<file path="src/rtl/gpio_input_debounce.sv">
`default_nettype none
// ============================================================================
// Module      : gpio_input_debounce
// Description : Per-bit 2-flop synchroniser, stability-window debouncer, rise/
//               fall pulses, sticky maskable edge-pending flags and IRQ line.
// Revision    : 1.0 - initial release
// ============================================================================
module gpio_input_debounce #(
    parameter int WIDTH         = 8,
    parameter int STABLE_CYCLES = 500000
) (
    input  logic             clk_sys_i,
    input  logic             rst_sys_ni,
    input  logic [WIDTH-1:0] gp_raw_i,
    output logic [WIDTH-1:0] gp_o,
    output logic [WIDTH-1:0] rise_o,
    output logic [WIDTH-1:0] fall_o,
    input  logic [WIDTH-1:0] edge_en_i,
    input  logic [WIDTH-1:0] clr_i,
    output logic [WIDTH-1:0] edge_pending_o,
    output logic             irq_o
);

    localparam int CNT_W = $clog2(STABLE_CYCLES + 1);
    localparam logic [CNT_W-1:0] c_CNT_LAST = CNT_W'(STABLE_CYCLES - 1);

    logic [WIDTH-1:0] r_sync1;
    logic [WIDTH-1:0] r_sync2;
    logic [WIDTH-1:0] r_level;
    logic [WIDTH-1:0] r_rise;
    logic [WIDTH-1:0] r_fall;
    logic [WIDTH-1:0] r_pending;
    logic             r_irq;

    logic [WIDTH-1:0] w_differ;
    logic [WIDTH-1:0] w_accept;
    logic [WIDTH-1:0] w_pending_next;

    always_ff @(posedge clk_sys_i or negedge rst_sys_ni) begin
        if (!rst_sys_ni) begin
            r_sync1 <= '0;
            r_sync2 <= '0;
        end else begin
            r_sync1 <= gp_raw_i;
            r_sync2 <= r_sync1;
        end
    end

    assign w_differ = r_sync2 ^ r_level;

    // One stability counter per bit; any agreement with the accepted level restarts the window.
    for (genvar i = 0; i < WIDTH; i++) begin : g_bit
        logic [CNT_W-1:0] r_cnt;

        assign w_accept[i] = w_differ[i] && (r_cnt == c_CNT_LAST);

        always_ff @(posedge clk_sys_i or negedge rst_sys_ni) begin
            if (!rst_sys_ni) begin
                r_cnt <= '0;
            end else if (!w_differ[i] || w_accept[i]) begin
                r_cnt <= '0;
            end else begin
                r_cnt <= r_cnt + CNT_W'(1);
            end
        end
    end

    // Setting an edge flag takes priority over a simultaneous clear.
    assign w_pending_next = (w_accept & edge_en_i) | (r_pending & ~clr_i);

    always_ff @(posedge clk_sys_i or negedge rst_sys_ni) begin
        if (!rst_sys_ni) begin
            r_level   <= '0;
            r_rise    <= '0;
            r_fall    <= '0;
            r_pending <= '0;
            r_irq     <= 1'b0;
        end else begin
            r_level   <= r_level ^ w_accept;
            r_rise    <= w_accept & r_sync2;
            r_fall    <= w_accept & ~r_sync2;
            r_pending <= w_pending_next;
            r_irq     <= |w_pending_next;
        end
    end

    assign gp_o           = r_level;
    assign rise_o         = r_rise;
    assign fall_o         = r_fall;
    assign edge_pending_o = r_pending;
    assign irq_o          = r_irq;

endmodule
`default_nettype wire
</file>
<file path="config.mk">
export PLATFORM = sky130hd
export DESIGN_NAME = gpio_input_debounce
export DESIGN_NICKNAME = d
export VERILOG_FILES = /design/src/rtl/gpio_input_debounce.sv
export SDC_FILE = /design/constraint.sdc
export NUM_CORES = 1
export LEC_CHECK = 0
export ABC_AREA = 1
export BUFFER_PORTS_ARGS = -buffer_cell sky130_fd_sc_hd__buf_2
export CORE_MARGIN = 3
export CORE_UTILIZATION = 41
export DETAILED_ROUTE_END_ITERATION = 10
export SLEW_MARGIN = 10
export SYNTH_ARGS = -nofsm -noshare
export SYNTH_HDL_FRONTEND = slang
export SYNTH_SLANG_ARGS = --single-unit
</file>
<file path="constraint.sdc">
create_clock -name clk_sys_i -period 1.8 [get_ports clk_sys_i]
set_input_delay 0.18 -clock clk_sys_i [delete_from_list [all_inputs] [get_ports clk_sys_i]]
set_output_delay 0.18 -clock clk_sys_i [all_outputs]
set_load 0.02 [all_outputs]
</file>
==> flow_summary_export.csv, run 1 <==
group,metric,value,unit
status,status,"complete, no violations",
drt,routed_via_density,4.84,
sta,fin_crit_sh,0.925,
floorplanning,rows,56,
setup_path,cp-end-kind,"register",
drt,ant_nets,0,
power,ir_drop,565,uV
layout,final_net_count,1341,
logic_synthesis,synth_nets,1225,
floorplanning,io_pins,59,
logic_synthesis,synthTopCellsByArea,"dfrtp_1 51%, nor2_1 9.7%, nand2_1 7.6%, inv_1 5.2%, xor2_1 3.9%",
layout,diodes,0,
drt,route.detailed.drc,0,
placed_design,place_inst,1583,
layout,post_layout_nonfiller_instances,1644,
power,seqPwrFrac,0.453,
sta,hold_viol_final,0,
layout,n_fill_cell,2249,
clocking,cts_buffers,24,
logic_synthesis,synth_cells,1191,
layout,multi_input_area,4380,um^2
power,power_density,862,nW/um^2
setup_path,crit_path_max_incr_delay,0.37,ns
logic_synthesis,yosysUniqueCellTypes,33,
layout,seqCellArea,5030,um^2
drt,dr.pass1.iters,5,
layout,fin_area,11800,um^2
logic_synthesis,netlist_area,9870,um^2
power,p_total,10.2,mW
setup_path,critPathBufInv,2,
sta,final_max_slew_viol_count,0,
placed_design,placed_cell_area,10700,um^2
clocking,cts_tree,"yes",
drt,num_vias,7956,
logic_synthesis,yosys_warnings,0,
min_path,hold_class,"in -> reg",
setup_path,critical_path.top_delay_family,"simple AND/OR/NAND/NOR gates",
clocking,clk_pin_slew,0.06,ns
logic_synthesis,synth-seq-area-share,0.510,
power,intPower,8.03,mW
sta,finalSetupTns,0,ns
power,power_switching,2.18,mW
power,leakagePower,5.18,nW
power,pwr-share-comb,0.038,
setup_path,worst-setup-path-type,"reg -> reg",
drt,routed_wl,20400,um
power,swShare,0.213,
logic_synthesis,yosysTopAreaCellShare,0.510,
global_routing,grt_util_all_layers,0.162,
floorplanning,start_util,0.419,
floorplanning,die_width,161,um
setup_path,cp_max_fo,4,
clocking,cts_sinks,201,
run,cap_violations,0,
global_routing,antenna_found_initial,0,
logic_synthesis,synth-main-ff-cell,"dfrtp_1",
clocking,root_buffer,"clkbuf_16",
sta,setup_violations,0,
global_routing,grt_pass1_wl,36100,um
logic_synthesis,ys_seq_elements,201,
global_routing,grt_pass1_vias,7741,
sta,finClkSkew,0.0120,ns
logic_synthesis,synth_top_area_cell,"dfrtp_1",
placed_design,io_buffers,58,
sta,slew_headroom,0.663,
setup_path,cp.required,2.21,ns
sta,layout_setup_ws,0.136,ns
layout,synthToLayoutAreaGrowth,20.1,%
clocking,htree_levels,1,
logic_synthesis,synth-edff-count,0,
floorplanning,fp.dieArea,26000,um^2
sta,fmax,0.601,GHz
global_routing,grt_max_degree,51,
clocking,clock_latency,0.51,ns
sta,worst_pin_slew,0.503,ns
placed_design,place_ws,-0.0540,ns
logic_synthesis,synth-async-reset-ratio,1.00,
logic_synthesis,synth.most_common_cell,"nor2_1",
setup_path,crit_arrival,2.08,ns
floorplanning,die_y,161,um
global_routing,grt_overflow,0,
drt,wire_per_inst,12.4,um
power,p_clk_frac,0.509,
setup_path,crit_chain,"ha_2, nand2_1, nor2_2, nand3_1, nor2_4, buf_4, inv_1, nor3_1",
placed_design,dp_hpwl,14400,um
clocking,clock_path_buffers,3,
logic_synthesis,avgSynthCellArea,8.29,um^2
setup_path,start_kind,"register",
placed_design,finalWeightedCongestion,0.859,
logic_synthesis,synthTopCellsByCount,"255 x nor2_1, 201 x dfrtp_1, 200 x nand2_1, 136 x inv_1, 60 x nor3_1",
sta,period_minus_slack,1.66,ns
setup_path,critPathSlowestCell,"dfrtp_1",
floorplanning,coreArea,23500,um^2
drt,drtIter0Drc,410,
layout,drive_gt1_frac,0.145,
==> stage by stage <==
stage / utilization / hold slack (ns)
floorplan: - / -0.116
global placement: 0.456 / 0.126
detailed placement: 0.456 / 0.127
CTS: 0.497 / 0.0164
global route: 0.503 / 0.0340
finish: 0.503 / 0.0137
==> sequential cells by signal, indices dropped and copies added, names as in the netlist, named ones only <==
name            flops
g_bit.r_cnt       152
edge_pending_o      8
fall_o              8
r_sync1             8
r_sync2             8
rise_o              8
irq_o               1
==> worst reg2reg max path, delay by kind of cell, from the launching register on <==
| family | cells | cell delay [ns] |
|---|---|---|
| buf+inv | 2 | 0.19 |
| simple gates | 5 | 0.79 |
| fa+ha+maj | 1 | 0.21 |
| flops | 1 | 0.37 |
==> power by group through the flow <==
stage               clock network (mW)  registers [mW]  logic, mW
global placement                     0            4.70      0.366
detailed placement                   0            4.71      0.371
finish                            5.20            4.63      0.385
floorplan                            0            4.70      0.168
global route                      5.58            4.63      0.451
CTS                               5.37            4.62      0.390
==> cell usage in the layout, fill, tap and decap left out, types with 8 or more instances in the layout <==
cell,instances
a21oi_1,53
a31oi_1,11
buf_2,57
buf_4,19
clkbuf_16,25
dfrtp_1,201
dlygate4sd3_1,10
inv_1,134
inv_2,8
nand2_1,200
nand3_1,43
nand3b_1,12
nand4_1,41
nor2_1,251
nor2_2,12
nor2_4,19
nor3_1,59
nor3b_1,15
o21ai_0,34
xor2_1,44
==> cells by family (layout without fill, tap and decap cells) <==
| logic type | count (synthesis) | in the layout | synth area share |
|---|---|---|---|
| and+or+nand+nor | 679 | 680 | 0.320 |
| DFF | 201 | 201 | 0.510 |
| buffers and inverters | 146 | 278 | 0.0572 |
| AOI/OAI and AO/OA | 105 | 106 | 0.0565 |
| xor gates and xnor gates | 51 | 51 | 0.0453 |
| adders and majority gates | 8 | 8 | 0.0101 |
| muxes | 1 | 1 | 0.00114 |
==> per-layer routing <==
metal	GRT usage	part of all wire
met1	0.224	0.48
met2	0.268	0.47
met3	0.0251	0.036
met4	0.0407	0.021
met5	0	0
==> final cells by class <==
cell class	instances	area share
sequential	201	0.424
multi-input combinational	846	0.370
clock buffer	32	0.0592
timing repair buffer	91	0.0526
inverter	143	0.0455
tap	319	0.0337
clock inverter	12	0.0145
==> repair_timing <==
action,in CTS,in global routing
gates cloned,0,2
buffers inserted,0,5
hold buffers,10,0
pin swaps,0,9
gates resized for setup,1,25
setup endpoints to repair,3,60
hold endpoints to repair,210,0
==> path summary, 6_finish.rpt <==
| kind | start | endpoint | slack, ns | cells after the start |
|---|---|---|---|---|
| min in group asynchronous | rst_sys_ni | g_bit[5].r_cnt[13]$_DFF_PN0_ | 0.19 | 2 |
| setup reg to reg | g_bit[3].r_cnt[0]$_DFF_PN0_ | rise_o[3]$_DFF_PN0_ | 0.14 | 8 |
| hold reg to reg | r_sync1[0]$_DFF_PN0_ | r_sync2[0]$_DFF_PN0_ | 0.35 | 0 |
| setup / recovery | g_bit[3].r_cnt[0]$_DFF_PN0_ | rise_o[3]$_DFF_PN0_ | 0.14 | 8 |
| hold / removal | clr_i[2] | edge_pending_o[2]$_DFF_PN0_ | 0.01 | 4 |
| max in group asynchronous | rst_sys_ni | g_bit[3].r_cnt[11]$_DFF_PN0_ | 1.03 | 3 |
Note: power is estimated with default switching activity, not from simulation.
==> run 2, diff against run 1 <==
--- a/config.mk
+++ b/config.mk
@@ -10,6 +10,7 @@
 export CORE_MARGIN = 3
 export CORE_UTILIZATION = 41
 export DETAILED_ROUTE_END_ITERATION = 10
+export REMOVE_ABC_BUFFERS = 1
 export SLEW_MARGIN = 10
 export SYNTH_ARGS = -nofsm -noshare
 export SYNTH_HDL_FRONTEND = slang
==> run 2 against run 1 <==
Routed wire length rose by 2.7%; critical path depth rose by 1; worst setup slack improved by 0.0086 ns; register-to-register slack barely moved; cell area fell by 1.6%; die area did not move; combinational power barely moved; flip-flop and latch count did not move; total power fell by 7.6%; fmax rose by 0.52%; hold slack improved by 0.024 ns.
==> flow_summary_export.csv, run 2 (same netlist as run 1, synthesis figures left out) <==
group,metric,value,unit
placed_design,placed_cell_area,10800,um^2
drt,wire_per_inst,12.8,um
global_routing,grt_util_all_layers,0.163,
power,power_density,809,nW/um^2
sta,setup_violations,0,
clocking,clock_path_buffers,3,
clocking,cts_tree,"yes",
layout,post_layout_nonfiller_instances,1638,
clocking,clk_pin_slew,0.06,ns
drt,route.detailed.drc,0,
clocking,cts_buffers,23,
setup_path,reg2regPathDepth,9,
status,status,"complete, no violations",
setup_path,r2r_end,"g_bit[4].r_cnt[12]$_DFF_PN0_",
power,ir_drop,545,uV
global_routing,grt_pass1_vias,7650,
global_routing,grt_use_met3,0.0239,
layout,largest_reg_flops,152,
clocking,cts_sinks,201,
layout,final_common_cell,"nor2_1",
clocking,root_buffer,"clkbuf_16",
min_path,min_to,"edge_pending_o[6]$_DFF_PN0_",
setup_path,cp_max_fo,4,
layout,layout_common_cells,"252 x nor2_1, 201 x dfrtp_1, 200 x nand2_1",
placed_design,io_buffers,58,
drt,dr.pass1.iters,4,
global_routing,grt_overflow,0,
drt,num_vias,7950,
sta,whs,0.0379,ns
setup_path,timing.rr.start,"g_bit[4].r_cnt[0]$_DFF_PN0_",
global_routing,grt_pass1_wl,36100,um
sta,fin_crit_sh,0.920,
sta,rsz0062_at_grt,"true",
floorplanning,coreArea,23500,um^2
clocking,clock_latency,0.50,ns
power,leakagePower,5.10,nW
setup_path,start_kind,"register",
layout,final_net_count,1340,
layout,synthToLayoutAreaGrowth,18.1,%
drt,ant_nets,0,
setup_path,cp.required,2.19,ns
layout,drive_gt1_frac,0.133,
setup_path,r2r_slack,0.14,ns
setup_path,cp-end-kind,"register",
placed_design,place_inst,1587,
clocking,htree_levels,1,
global_routing,met1_usage,0.234,
sta,period_minus_slack,1.66,ns
drt,drtIter0Drc,522,
placed_design,dp_hpwl,15000,um
sta,slew_headroom,0.677,
sta,finClkSkew,0.0151,ns
sta,worst_pin_slew,0.482,ns
setup_path,crit_arrival,2.04,ns
sta,fmax,0.604,GHz
global_routing,antenna_found_initial,0,
sta,hold_viol_final,0,
floorplanning,start_util,0.419,
floorplanning,io_pins,59,
floorplanning,rows,56,
power,p_total,9.43,mW
run,cap_violations,0,
drt,routed_via_density,4.85,
layout,regMostFlops,"g_bit.r_cnt",
min_path,hold_class,"in -> reg",
floorplanning,die_y,161,um
placed_design,finalWeightedCongestion,0.907,
min_path,hp-start,"clr_i[6]",
global_routing,grt_use_met2,0.263,
sta,finalSetupTns,0,ns
global_routing,grt_max_degree,61,
setup_path,worst-setup-path-type,"reg -> reg",
min_path,min_path_cells,4,
drt,routed_wl,20900,um
sta,final_max_slew_viol_count,0,
layout,diodes,0,
floorplanning,fp.dieArea,26000,um^2
layout,fin_area,11700,um^2
floorplanning,die_width,161,um
global_routing,grt-busiest-layer,"met2",
[run 2: cell types whose count changed in the layout (fill, tap and decap cells not counted), moves of 2 or more]
cell / change
bufinv_16: -4
clkbuf_1: +2
clkbuf_16: -2
clkbuf_8: +3
clkinvlp_4: -3
ha_1: +2
ha_2: -2
inv_1: +2
[run 2: what timing repair did]
action,CTS,global route
endpoints found under the hold margin,63,0
setup endpoints to repair,0,46
gates resized for setup,0,14
hold buffers,10,0
setup buffers,0,2
[run 2: area by class of cell]
| class | instances | area (um^2) |
|---|---|---|
| sequential | 201 | 5030 |
| inverter | 143 | 537 |
| clock inverter | 3 | 15.0 |
| fill | 2280 | 11900 |
| timing repair buffer | 92 | 631 |
| tap | 319 | 399 |
| multi-input combinational | 845 | 4350 |
| clock buffer | 35 | 701 |
[run 2: worst max-delay path by stage]
stage | startpoint | endpoint | slack (ns) | depth (start not counted)
after floorplan | g_bit[6].r_cnt[0]$_DFF_PN0_ | g_bit[6].r_cnt[11]$_DFF_PN0_ | 0.18 | 7
after global placement | g_bit[7].r_cnt[0]$_DFF_PN0_ | irq_o$_DFF_PN0_ | 0.13 | 9
after detailed placement | g_bit[1].r_cnt[0]$_DFF_PN0_ | g_bit[1].r_cnt[17]$_DFF_PN0_ | 0.09 | 8
after CTS | g_bit[1].r_cnt[0]$_DFF_PN0_ | g_bit[1].r_cnt[16]$_DFF_PN0_ | 0.09 | 8
after global routing | g_bit[7].r_cnt[0]$_DFF_PN0_ | g_bit[7].r_cnt[15]$_DFF_PN0_ | -0.009 | 8
final | g_bit[4].r_cnt[0]$_DFF_PN0_ | g_bit[4].r_cnt[12]$_DFF_PN0_ | 0.14 | 9
[run 2: per-layer routing]
metal,vias to the layer above,routed length (um)
met2,112,9400
met1,3735,10400
met4,0,375
met3,31,742
li1,4072,-
met5,-,0
[run 2: power breakdown]
part / total (mW) / leakage, nW / internal [mW] / switching, mW
Combinational: 0.384 / 1.99 / 0.140 / 0.244
Sequential: 4.63 / 2.75 / 4.58 / 0.0465
Clock: 4.42 / 0.357 / 2.65 / 1.77
Total: 9.43 / 5.10 / 7.37 / 2.06
[run 2: per-stage QoR]
step,setup WS [ns],util
2_1_floorplan,0.179,-
3_3_place_gp,0.125,0.457
3_5_place_dp,0.0852,0.457
4_1_cts,0.0851,0.492
5_1_grt,-0.00865,0.495
6_report,0.144,0.495
[run 2: critical path, stage by stage, from the launching register on]
cell	delay, ns
dfrtp_1	0.37
ha_1	0.19
nand2_1	0.09
nor2_2	0.13
inv_1	0.09
nor2_2	0.17
nand3_2	0.11
nor2_1	0.17
xor2_1	0.17
nor2_1	0.06
==> run 3, diff against run 2 <==
--- a/config.mk
+++ b/config.mk
@@ -9,7 +9,9 @@
 export BUFFER_PORTS_ARGS = -buffer_cell sky130_fd_sc_hd__buf_2
 export CORE_MARGIN = 3
 export CORE_UTILIZATION = 41
+export CTS_CLUSTER_SIZE = 20
 export DETAILED_ROUTE_END_ITERATION = 10
+export RECOVER_POWER = 50
 export REMOVE_ABC_BUFFERS = 1
 export SLEW_MARGIN = 10
 export SYNTH_ARGS = -nofsm -noshare
==> run 3 against run 2 <==
Register-to-register slack about the same; global-route usage about the same; sequential power about the same; clock skew about the same; non-clock buffer count unchanged; cell area down 0.61%; routed wire length about the same; largest cell class unchanged.
==> flow_summary_export.csv, run 3 (same netlist as run 1, synthesis figures left out) <==
group,metric,value,unit
status,status,"complete, no violations",
sta,fin_crit_sh,0.919,
drt,dr.pass1.iters,5,
floorplanning,start_util,0.419,
global_routing,grt_max_degree,61,
sta,slew_headroom,0.463,
sta,period_minus_slack,1.65,ns
layout,layout_common_cells,"252 x nor2_1, 201 x dfrtp_1, 200 x nand2_1",
sta,hold_viol_final,0,
drt,ant_nets,0,
layout,regMostFlops,"g_bit.r_cnt",
drt,met2WireLength,9390,um
clocking,clock_latency,0.50,ns
sta,setup_violations,0,
drt,top_layer,"met4",
placed_design,finalWeightedCongestion,0.907,
clocking,root_buffer,"clkbuf_16",
clocking,clock_path_buffers,3,
clocking,cts_sinks,201,
drt,routed_wl,20900,um
layout,n_fill_cell,2289,
clocking,cts_buffers,23,
setup_path,worst-setup-path-type,"reg -> reg",
layout,final_util,0.492,
drt,num_vias,7970,
clocking,htree_levels,1,
placed_design,io_buffers,58,
placed_design,place_inst,1587,
floorplanning,rows,56,
drt,routed_via_density,4.86,
power,power_density,810,nW/um^2
min_path,hold_class,"in -> reg",
sta,rsz0062_at_grt,"true",
power,ir_drop,553,uV
layout,largest_reg_flops,152,
sta,finClkSkew,0.0153,ns
drt,drtIter0Drc,545,
setup_path,cp_max_fo,4,
layout,drive_gt1_frac,0.131,
layout,post_layout_nonfiller_instances,1639,
floorplanning,die_y,161,um
drt,met1_length,10400,um
global_routing,grt_util_all_layers,0.163,
setup_path,crit_arrival,2.04,ns
sta,whs,0.0391,ns
layout,diodes,0,
clocking,clk_pin_slew,0.06,ns
global_routing,grt_pass1_vias,7652,
setup_path,cp.required,2.19,ns
sta,worst_pin_slew,0.805,ns
run,cap_violations,0,
layout,final_net_count,1340,
layout,synthToLayoutAreaGrowth,17.4,%
power,leakagePower,5.06,nW
sta,final_max_slew_viol_count,0,
layout,fin_area,11600,um^2
global_routing,grt_overflow,0,
floorplanning,io_pins,59,
layout,final_common_cell,"nor2_1",
layout,multi_input_area,4350,um^2
drt,route.detailed.drc,0,
placed_design,placed_cell_area,10800,um^2
global_routing,antenna_found_initial,0,
setup_path,start_kind,"register",
floorplanning,coreArea,23500,um^2
drt,wire_per_inst,12.8,um
min_path,min_path_cells,4,
clocking,cts_tree,"yes",
setup_path,cp-end-kind,"register",
layout,seqCellArea,5030,um^2
power,p_total,9.39,mW
placed_design,dp_hpwl,15000,um
sta,fmax,0.605,GHz
drt,met3WireLength,742,um
global_routing,grt_pass1_wl,36100,um
floorplanning,die_width,161,um
setup_path,reg2regPathDepth,9,
floorplanning,fp.dieArea,26000,um^2
run 3: cell count changes in the layout (fill, tap and decap cells not counted), moves of 2 or more:
cell      change
clkbuf_4      +5
buf_12        -4
buf_4         -2
clkbuf_1      +4
run 3: power by group:
group          leakage (nW)  internal (mW)  total, mW  switching, mW
Combinational          1.96          0.124      0.365          0.241
Clock                 0.353           2.62       4.39           1.77
Sequential             2.75           4.58       4.63         0.0466
run 3: per-layer routing:
metal	global-route usage	vias to the layer above
li1	-	4073
met1	0.234	3748
met2	0.263	118
met3	0.0239	31
met4	0.0375	0
met5	0	-
run 3: area by class of cell:
type | count | area share
clock buffers | 36 | 0.0599
inverters | 143 | 0.0463
flip-flops and latches | 201 | 0.434
multi-input cells | 845 | 0.375
clock inverters | 3 | 0.00130
well taps | 319 | 0.0344
repair buffers | 92 | 0.0488
run 3: stage by stage:
step,TNS [ns],setup WS (ns)
6_report,0,0.146
5_1_grt,-0.00193,-0.00193
4_1_cts,0,0.0837
3_5_place_dp,0,0.0852
3_3_place_gp,0,0.125
2_1_floorplan,0,0.179
run 3: timing repair:
action | 4_1_cts | 5_1_grt
resized for setup | 0 | 14
hold buffers | 10 | 0
endpoints found under the setup margin | 0 | 46
hold endpoints to repair | 63 | 0
setup buffers | 0 | 2
run 3: critical path, cell delays in order, from the launching register on:
cell and delay, ns:
dfrtp_1 0.37, ha_1 0.19, nand2_1 0.09, nor2_2 0.13, inv_1 0.09, nor2_2 0.17, nand3_2 0.11, nor2_1 0.17
xor2_1 0.17, nor2_1 0.06
run 3: worst paths after layout:
kind | end | slack [ns] | startpoint
worst max-delay path | g_bit[4].r_cnt[12]$_DFF_PN0_ | 0.15 | g_bit[4].r_cnt[0]$_DFF_PN0_
worst min-delay path | edge_pending_o[6]$_DFF_PN0_ | 0.04 | clr_i[6]
worst max register to register | g_bit[4].r_cnt[12]$_DFF_PN0_ | 0.15 | g_bit[4].r_cnt[0]$_DFF_PN0_
worst min register to register | r_sync2[2]$_DFF_PN0_ | 0.35 | r_sync1[2]$_DFF_PN0_
max in group asynchronous | edge_pending_o[4]$_DFF_PN0_ | 0.45 | rst_sys_ni
min in group asynchronous | r_sync1[0]$_DFF_PN0_ | 0.33 | rst_sys_ni
